`config.mk`:
```
export PLATFORM = sky130hd
export DESIGN_NAME = tick_generator
export DESIGN_NICKNAME = d
export VERILOG_FILES = /design/src/rtl/tick_gen_pkg.sv /design/src/rtl/tick_gen_channel.sv /design/src/rtl/tick_generator.sv
export SDC_FILE = /design/constraint.sdc
export NUM_CORES = 1
export LEC_CHECK = 0
export CAP_MARGIN = 25
export CORE_MARGIN = 2
export CORE_UTILIZATION = 63
export DETAILED_ROUTE_END_ITERATION = 10
export PLACE_DENSITY = 0.95
export REMOVE_ABC_BUFFERS = 1
export SYNTH_ARGS = -nofsm -noshare
export SYNTH_HDL_FRONTEND = slang
export SYNTH_HIERARCHICAL = 1
export SYNTH_SLANG_ARGS = --single-unit
```
`constraint.sdc`:
```
create_clock -name clk_256Hz -period 6.35 [get_ports clk_256Hz]
set_input_delay 1.5875 -clock clk_256Hz [delete_from_list [all_inputs] [get_ports clk_256Hz]]
set_output_delay 1.5875 -clock clk_256Hz [all_outputs]
set_load 0.02 [all_outputs]
```
`src/rtl/tick_gen_pkg.sv`:
```
// Shared constants and helpers for the tick generator.
// Divisor constants assume a 256 Hz board clock.
package tick_gen_pkg;

    // Default width of each channel counter and divisor field.
    localparam int CNT_W_DEFAULT = 9;

    // Divisors producing common rates from the 256 Hz clock.
    localparam int DIV_1HZ = 256;
    localparam int DIV_2HZ = 128;
    localparam int DIV_4HZ = 64;

    // Fast-mode divisor: scale down by 2^shift, never below 1 for a
    // non-zero divisor. A zero divisor stays zero and keeps its channel off.
    function automatic int unsigned fast_divisor(input int unsigned value,
                                                 input int unsigned shift);
        int unsigned scaled;
        scaled = value >> shift;
        if (value == 0) begin
            return 0;
        end
        if (scaled == 0) begin
            return 1;
        end
        return scaled;
    endfunction

endpackage

```
`src/rtl/tick_gen_channel.sv`:
```
// One divider channel: a period counter, a shadow divisor that only
// changes at period boundaries, and registered clk_out / tick outputs.
// The outputs describe the counter position of the previous edge, so
// clk_out is low for ceil(D/2) cycles, then high for floor(D/2) cycles,
// and tick coincides with the last cycle of each period.
module tick_gen_channel #(
    parameter int CNT_W = 9
) (
    input  logic             clk_256Hz,
    input  logic             reset,
    input  logic             enable,
    input  logic             sync_clr,
    input  logic [CNT_W-1:0] load_div,
    output logic             clk_out,
    output logic             tick
);

    logic [CNT_W-1:0] cnt;
    logic [CNT_W-1:0] shadow_div;
    logic [CNT_W-1:0] half;
    logic             wrap;

    // First count at which clk_out goes high: ceil(D/2) without overflow.
    assign half = (shadow_div >> 1) + {{(CNT_W-1){1'b0}}, shadow_div[0]};
    assign wrap = (cnt == shadow_div - CNT_W'(1));

    // Counter, shadow divisor and registered outputs; reset > sync_clr > enable.
    always_ff @(posedge clk_256Hz) begin
        // NOTE: non-blocking assignments so every register here sees the
        // pre-edge values of cnt and shadow_div, whatever the statement order.
        if (!reset || sync_clr || shadow_div == '0) begin
            // A zero divisor parks the channel and keeps sampling div
            // every cycle until a non-zero value arrives.
            cnt        <= '0;
            shadow_div <= load_div;
            clk_out    <= 1'b0;
            tick       <= 1'b0;
        end else if (enable) begin
            tick    <= wrap;
            clk_out <= (cnt >= half);
            if (wrap) begin
                cnt        <= '0;
                shadow_div <= load_div;
            end else begin
                cnt <= cnt + CNT_W'(1);
            end
        end else begin
            // Disabled: counter and clk_out hold, tick is suppressed.
            tick <= 1'b0;
        end
    end

endmodule

```
`src/rtl/tick_generator.sv`:
```
// Multi-channel tick generator running from the 256 Hz board clock.
// Each channel divides the clock by its own divisor field of div.
// Optional feature: define TICK_GEN_FAST_EN to add the 'fast' input,
// which scales reloaded divisors down by 2^FAST_SHIFT (minimum 1).
module tick_generator
    import tick_gen_pkg::*;
#(
    parameter int          NUM_CH     = 3,
    parameter int          CNT_W      = CNT_W_DEFAULT,
    parameter int unsigned FAST_SHIFT = 4
) (
    input  logic                    clk_256Hz,
    input  logic                    reset,
    input  logic                    enable,
    input  logic                    sync_clr,
`ifdef TICK_GEN_FAST_EN
    input  logic                    fast,
`endif
    input  logic [NUM_CH*CNT_W-1:0] div,
    output logic [NUM_CH-1:0]       clk_out,
    output logic [NUM_CH-1:0]       tick
);

    // Elaboration-time guard on the supported configuration range.
    if (NUM_CH < 1 || NUM_CH > 8 || CNT_W < 1 || FAST_SHIFT > 31) begin : g_bad_params
        $error("tick_generator: unsupported NUM_CH/CNT_W/FAST_SHIFT");
    end

    // One independent divider per channel, sharing only the control inputs.
    for (genvar i = 0; i < NUM_CH; i++) begin : g_ch
        logic [CNT_W-1:0] field;
        logic [CNT_W-1:0] load_div;

        assign field = div[i*CNT_W +: CNT_W];

`ifdef TICK_GEN_FAST_EN
        assign load_div = fast ? CNT_W'(fast_divisor(32'(field), FAST_SHIFT)) : field;
`else
        assign load_div = field;
`endif

        tick_gen_channel #(
            .CNT_W (CNT_W)
        ) u_channel (
            .clk_256Hz (clk_256Hz),
            .reset     (reset),
            .enable    (enable),
            .sync_clr  (sync_clr),
            .load_div  (load_div),
            .clk_out   (clk_out[i]),
            .tick      (tick[i])
        );
    end

endmodule

```
==> flow_summary.ini, run 1 <==
[drt]
vias = 3387
drt_iter0_drc = 281
drc = 0
vias_per_cell = 6.18
wl_per_cell_um = 16.9
routed_wl_um = 9250
ant_nets = 0
drtPass1Iterations = 5

[finish]
final_common_cell = xnor2_1
nets = 537
syn2layout_area_growth_pct = 11.9
fin_area_sq_mm = 0.00475
final_cell_mix = xnor2_1 (40), ha_1 (39), clkdlybuf4s50_1 (36), dfxtp_1 (33), nand2_1 (31)
fill_cells = 414
final_layout_size_suffix_gt1_share_pct = 7.01
diodes = 0

[setup_path]
setup.worst_path.start_class = primary input
worstPathArrival_ps = 3270
path_buf_inv = 2
r2r_cells = 6
rr_startpoint = g_ch[2].u_channel/shadow_div[2]
cpMaxStageDelayCell = nor4b_4
crit_path_cell_trace = clkdlybuf4s50_1, buf_4, nor4b_4, nand2b_1
cp_max_fo = 31
cp.required_ps = 6340
critPathCaptureType = flop
r2r-end = g_ch[2].u_channel/shadow_div[2]
max_stage_delay_ps = 480
crit_family = simple AND/OR/NAND/NOR gates
crit_type = in -> reg
rrSetupSlack_ps = 3550

[clocking]
cts_resized = 0
ctsLongestPathBuffers = 2
numCtsBuffers = 9
root_buffer = clkbuf_8
clock_sinks = 60
cts_tree = done
worstSkewPairLatency_ps = 340
hold_buffers = 0
cts_setup_buffers = 0
htree_levels = 3
clk_pin_slew_ps = 70

[sta]
tns_ps = 0
relSlewSlack_pct = 37.6
fmax_mhz = 305
finClkSkew_ps = 8.00
final-setup-viol-count = 0
max_slew.worst_pin.slew_ps = 925
hold_violations = 0
rsz0062_at_grt = false
finalCriticalPeriod_ps = 3280
whs_ps = 497
timing.final.max_slew_violations = 0
fin_crit_sh_pct = 51.6

[grt]
grt_max_degree = 32
grt_pass1_wl_um = 15500
grt_pass1_vias = 3372
antenna_found_initial = 0
overflow = 0
track_usage_pct = 26.8

[hold_path]
holdCritStartpoint = g_ch[1].u_channel/clk_out
hold_end = g_ch[1].u_channel/clk_out
hold_path_class = reg -> reg
worstHoldPathCells = 2

[pwr]
powerDensity_mw_per_mm2 = 188
p_leak_uw = 0.00181
p_total_uw = 895
ir_drop_uv = 171

[placed_design]
place_congestion = 0.891
hpwl_um = 6810
placedInstanceArea_sq_mm = 0.00457
io_buffers = 36

[yosys]
yosys-top-cells-area = edfxtp_1 (19%), dfxtp_1 (16%), ha_1 (11%)
synth_warnings = 6
syn_inst = 441
ys_ff_latch = 60
syn_area_sq_mm = 0.00425
synth.distinct_cells = 50
syn_avg_cell_area_sq_um = 9.63
async_flop_share_pct = 0
yosys_most_used_dff = dfxtp_1
synth-seq-area-share_pct = 34.7
synth_top_cell_by_area = edfxtp_1
synth_top_area_share_pct = 19.1
synth_edf_count = 27

[job]
maxCapViolations = 0

[run_status]
outcome = finished clean

[floorplanning]
die-area_sq_mm = 0.00741
num_rows = 29
coreArea_sq_mm = 0.00642
io_pins = 37
dieWidth_um = 86.1
dieHeight_um = 86.1
initial_core_util_pct = 66.1
stage by stage:
stage,instances,utilization (%),setup WS (ps)
floorplan,419,-,3770
global placement,533,71.2,2830
detailed placement,533,71.2,2730
CTS,548,74.0,3090
global route,548,74.0,2950
finish,548,74.0,3070
layer usage:
metal	share of wire (%)	vias up	global-route usage, %
li1	-	1637	-
met1	41	1579	31.4
met2	51	132	46.1
met3	4.1	39	4.23
met4	3.6	0	15.6
met5	0	-	0
worst min-delay path, stage by stage, from the launching register on:
cell and delay (ps):
dfxtp_1 310, nor2_1 80, a211oi_1 50
cell usage after synthesis (all sizes together), types with 2 or more instances:
master	instances
a2111oi	3
a211o	2
a21o	6
a21oi	16
a221o	2
a31oi	8
and3	7
and4bb	2
buf	10
clkbuf	12
dfxtp	33
edfxtp	27
ha	39
inv	15
mux2i	5
nand2	31
nand2b	14
nand3	23
nand3b	3
nand4	15
nor2	28
nor2b	3
nor3	29
nor3b	3
nor4	4
nor4b	2
o21ai	11
o311ai	6
o41a	2
o41ai	2
or2	3
xnor2	40
xor2	30
power breakdown:
group / switching [uW] / internal, uW / total (uW)
clock network: 145 / 170 / 315
logic: 65.8 / 66.3 / 132
registers: 28.1 / 420 / 448
total: 239 / 656 / 895
cell families after synthesis:
group	Yosys count	synth area share, %
and+or+nand+nor	169	23.3
adders and majority gates	39	11.5
buffers and inverters	37	4.54
muxes	5	1.18
AOI/OAI and AO/OA	61	10.3
DFF	60	34.7
xor gates and xnor gates	70	14.4
how the worst max path moves through the flow:
| stage | end | startpoint | depth (start not counted) | slack [ps] |
|---|---|---|---|---|
| floorplan | g_ch[0].u_channel/shadow_div[0] | enable | 2 | 3770 |
| global placement | g_ch[2].u_channel/shadow_div[8] | enable | 4 | 2830 |
| detailed placement | g_ch[0].u_channel/shadow_div[7] | enable | 4 | 2730 |
| CTS | g_ch[0].u_channel/shadow_div[7] | enable | 4 | 3090 |
| global route | g_ch[2].u_channel/shadow_div[2] | enable | 4 | 2950 |
| finish | g_ch[2].u_channel/shadow_div[2] | enable | 4 | 3070 |
flip-flops by register name, summed over array words and instances (netlist names):
name                       flops
g_ch.u_channel/cnt            27
g_ch.u_channel/shadow_div     27
g_ch.u_channel/tick            3
g_ch.u_channel/clk_out         3
cell type report:
cell class,count,area [sq um],share of cell area (%)
well taps,77,96.3,2.03
clock buffers,13,169,3.55
repair buffers,37,368,7.74
clock inverters,2,10.0,0.211
flip-flops and latches,60,1470,31.0
multi-input cells,344,2580,54.3
inverters,15,56.3,1.18
No activity file was read; power rests on OpenSTA's default activity.
==> run 2: changes to the inputs <==
--- a/config.mk
+++ b/config.mk
@@ -7,9 +7,9 @@
 export LEC_CHECK = 0
 export CAP_MARGIN = 25
 export CORE_MARGIN = 2
-export CORE_UTILIZATION = 63
+export CORE_UTILIZATION = 53
 export DETAILED_ROUTE_END_ITERATION = 10
-export PLACE_DENSITY = 0.95
+export PLACE_DENSITY = 0.88
 export REMOVE_ABC_BUFFERS = 1
 export SYNTH_ARGS = -nofsm -noshare
 export SYNTH_HDL_FRONTEND = slang
==> constraint.sdc (replaced) <==
create_clock -name clk_256Hz -period 2.75 [get_ports clk_256Hz]
set_input_delay 0.6875 -clock clk_256Hz [delete_from_list [all_inputs] [get_ports clk_256Hz]]
set_output_delay 0.6875 -clock clk_256Hz [all_outputs]
set_load 0.02 [all_outputs]
==> flow_summary.ini, run 2 (same netlist as run 1, synthesis figures left out) <==
[floorplanning]
dieHeight_um = 93.5
die-area_sq_mm = 0.00874
initial_core_util_pct = 54.9
coreArea_sq_mm = 0.00773
dieWidth_um = 93.5
io_pins = 37
num_rows = 32

[sta]
finClkSkew_ps = 7.91
whs_ps = 507
max_slew.worst_pin.slew_ps = 940
timing.final.max_slew_violations = 0
finalCriticalPeriod_ps = 2670
hold_violations = 0
relSlewSlack_pct = 36.6
layout_setup_ws_ps = 84.2
fmax_mhz = 375
fin_crit_sh_pct = 96.9
final-setup-viol-count = 0

[drt]
drtPass1Iterations = 4
drt_iter0_drc = 207
wl_per_cell_um = 16.4
drc = 0
routed_wl_um = 9580
vias = 3471
vias_per_cell = 5.95
ant_nets = 0

[grt]
grt_pass1_vias = 3465
antenna_found_initial = 0
grt_max_degree = 15
overflow = 0
track_usage_pct = 23.3
grt_pass1_wl_um = 15900

[placed_design]
placedInstanceArea_sq_mm = 0.00465
place_congestion = 0.868
hpwl_um = 6930
io_buffers = 36
post-place-ws_ps = 18.6

[finish]
diodes = 0
final_layout_size_suffix_gt1_share_pct = 9.15
reg.largest.list = g_ch.u_channel/cnt: 27 flops, g_ch.u_channel/shadow_div: 27 flops
final_common_cell = xnor2_1
final_cell_mix = xnor2_1 (40), ha_1 (39), clkdlybuf4s50_1 (36), dfxtp_1 (33), nand2_1 (31)
nets = 546
fin_area_sq_mm = 0.00493
syn2layout_area_growth_pct = 16.0

[hold_path]
hold_path_class = reg -> reg
holdCritStartpoint = g_ch[1].u_channel/clk_out
hold_end = g_ch[1].u_channel/clk_out
worstHoldPathCells = 2

[clocking]
worstSkewPairLatency_ps = 350
htree_levels = 3
clk_pin_slew_ps = 80
cts_tree = done
clock_sinks = 60
root_buffer = clkbuf_8
ctsLongestPathBuffers = 2
numCtsBuffers = 9

[pwr]
p_total_uw = 2310
powerDensity_mw_per_mm2 = 469
p_leak_uw = 0.00188
ir_drop_uv = 263

[setup_path]
rr_startpoint = g_ch[2].u_channel/shadow_div[0]
rrSetupSlack_ps = 80
r2r-end = g_ch[2].u_channel/clk_out
crit_type = reg -> reg
worstPathArrival_ps = 2900
setup.worst_path.start_class = flop
critPathCaptureType = flop
r2r_cells = 10
cp_max_fo = 4
cp.required_ps = 2990

[job]
maxCapViolations = 0

[run_status]
outcome = finished clean
==> run 2: worst max path at each step <==
stage                                          startpoint                         endpoint  slack, ps  cells after the start
after floorplan           g_ch[0].u_channel/shadow_div[0]  g_ch[0].u_channel/shadow_div[0]        360                      8
after global placement    g_ch[2].u_channel/shadow_div[0]        g_ch[2].u_channel/clk_out        260                     10
after detailed placement  g_ch[0].u_channel/shadow_div[0]        g_ch[0].u_channel/clk_out         20                     10
after CTS                 g_ch[0].u_channel/shadow_div[0]        g_ch[0].u_channel/clk_out          6                     10
after global routing      g_ch[0].u_channel/shadow_div[0]        g_ch[0].u_channel/clk_out        -20                     10
final                     g_ch[2].u_channel/shadow_div[0]        g_ch[2].u_channel/clk_out         80                     10
==> run 2: per-stage QoR <==
step	setup TNS, ps	instances	util [%]
after floorplan	0	419	-
after global placement	0	564	60.2
after detailed placement	0	564	60.2
after CTS	0	580	63.2
after global routing	-24.4	583	63.7
final	0	583	63.7
==> run 2: routing by layer <==
metal	wire [um]	GRT usage [%]	part of all wire (%)	vias to the layer above
met2	5020	41.4	52	116
met3	486	5.08	5.1	33
met5	0	0	0	-
met1	3760	25.6	39	1662
met4	316	12.7	3.3	0
li1	-	-	-	1660
==> run 2: power by group <==
part / leakage [uW] / internal, uW / switching (uW)
clock network: 0.000117 / 600 / 355
registers: 0.000542 / 968 / 64.4
logic: 0.00122 / 163 / 158
==> run 2: area by class of cell <==
type	instances	area, sq um
inverters	15	56.3
clock inverters	5	100
flip-flops and latches	60	1470
clock buffers	11	131
well taps	102	128
multi-input cells	344	2590
fillers	601	2800
repair buffers	46	448
==> run 2: what timing repair did <==
item / CTS / global route
endpoints found under the setup margin: 1 / 20
setup buffers: 0 / 3
hold buffers: 0 / 0
gates resized for setup: 1 / 4
pin swaps: 0 / 1
==> run 2: worst max-delay path, stage by stage (launching register included) <==
cell	delay, ps
edfxtp_1	430
ha_1	270
ha_1	230
nand3_1	160
xnor2_1	160
ha_1	290
a21o_1	170
a2111oi_1	390
o21ai_0	170
a31oi_1	190
a21oi_1	90
==> run 3: changes to the inputs <==
--- a/config.mk
+++ b/config.mk
@@ -9,6 +9,7 @@
 export CORE_MARGIN = 2
 export CORE_UTILIZATION = 53
 export DETAILED_ROUTE_END_ITERATION = 10
+export GPL_ROUTABILITY_DRIVEN = 0
 export PLACE_DENSITY = 0.88
 export REMOVE_ABC_BUFFERS = 1
 export SYNTH_ARGS = -nofsm -noshare
==> results of run 3 <==
Final layout, timing and power as in run 2 (identical DEF).
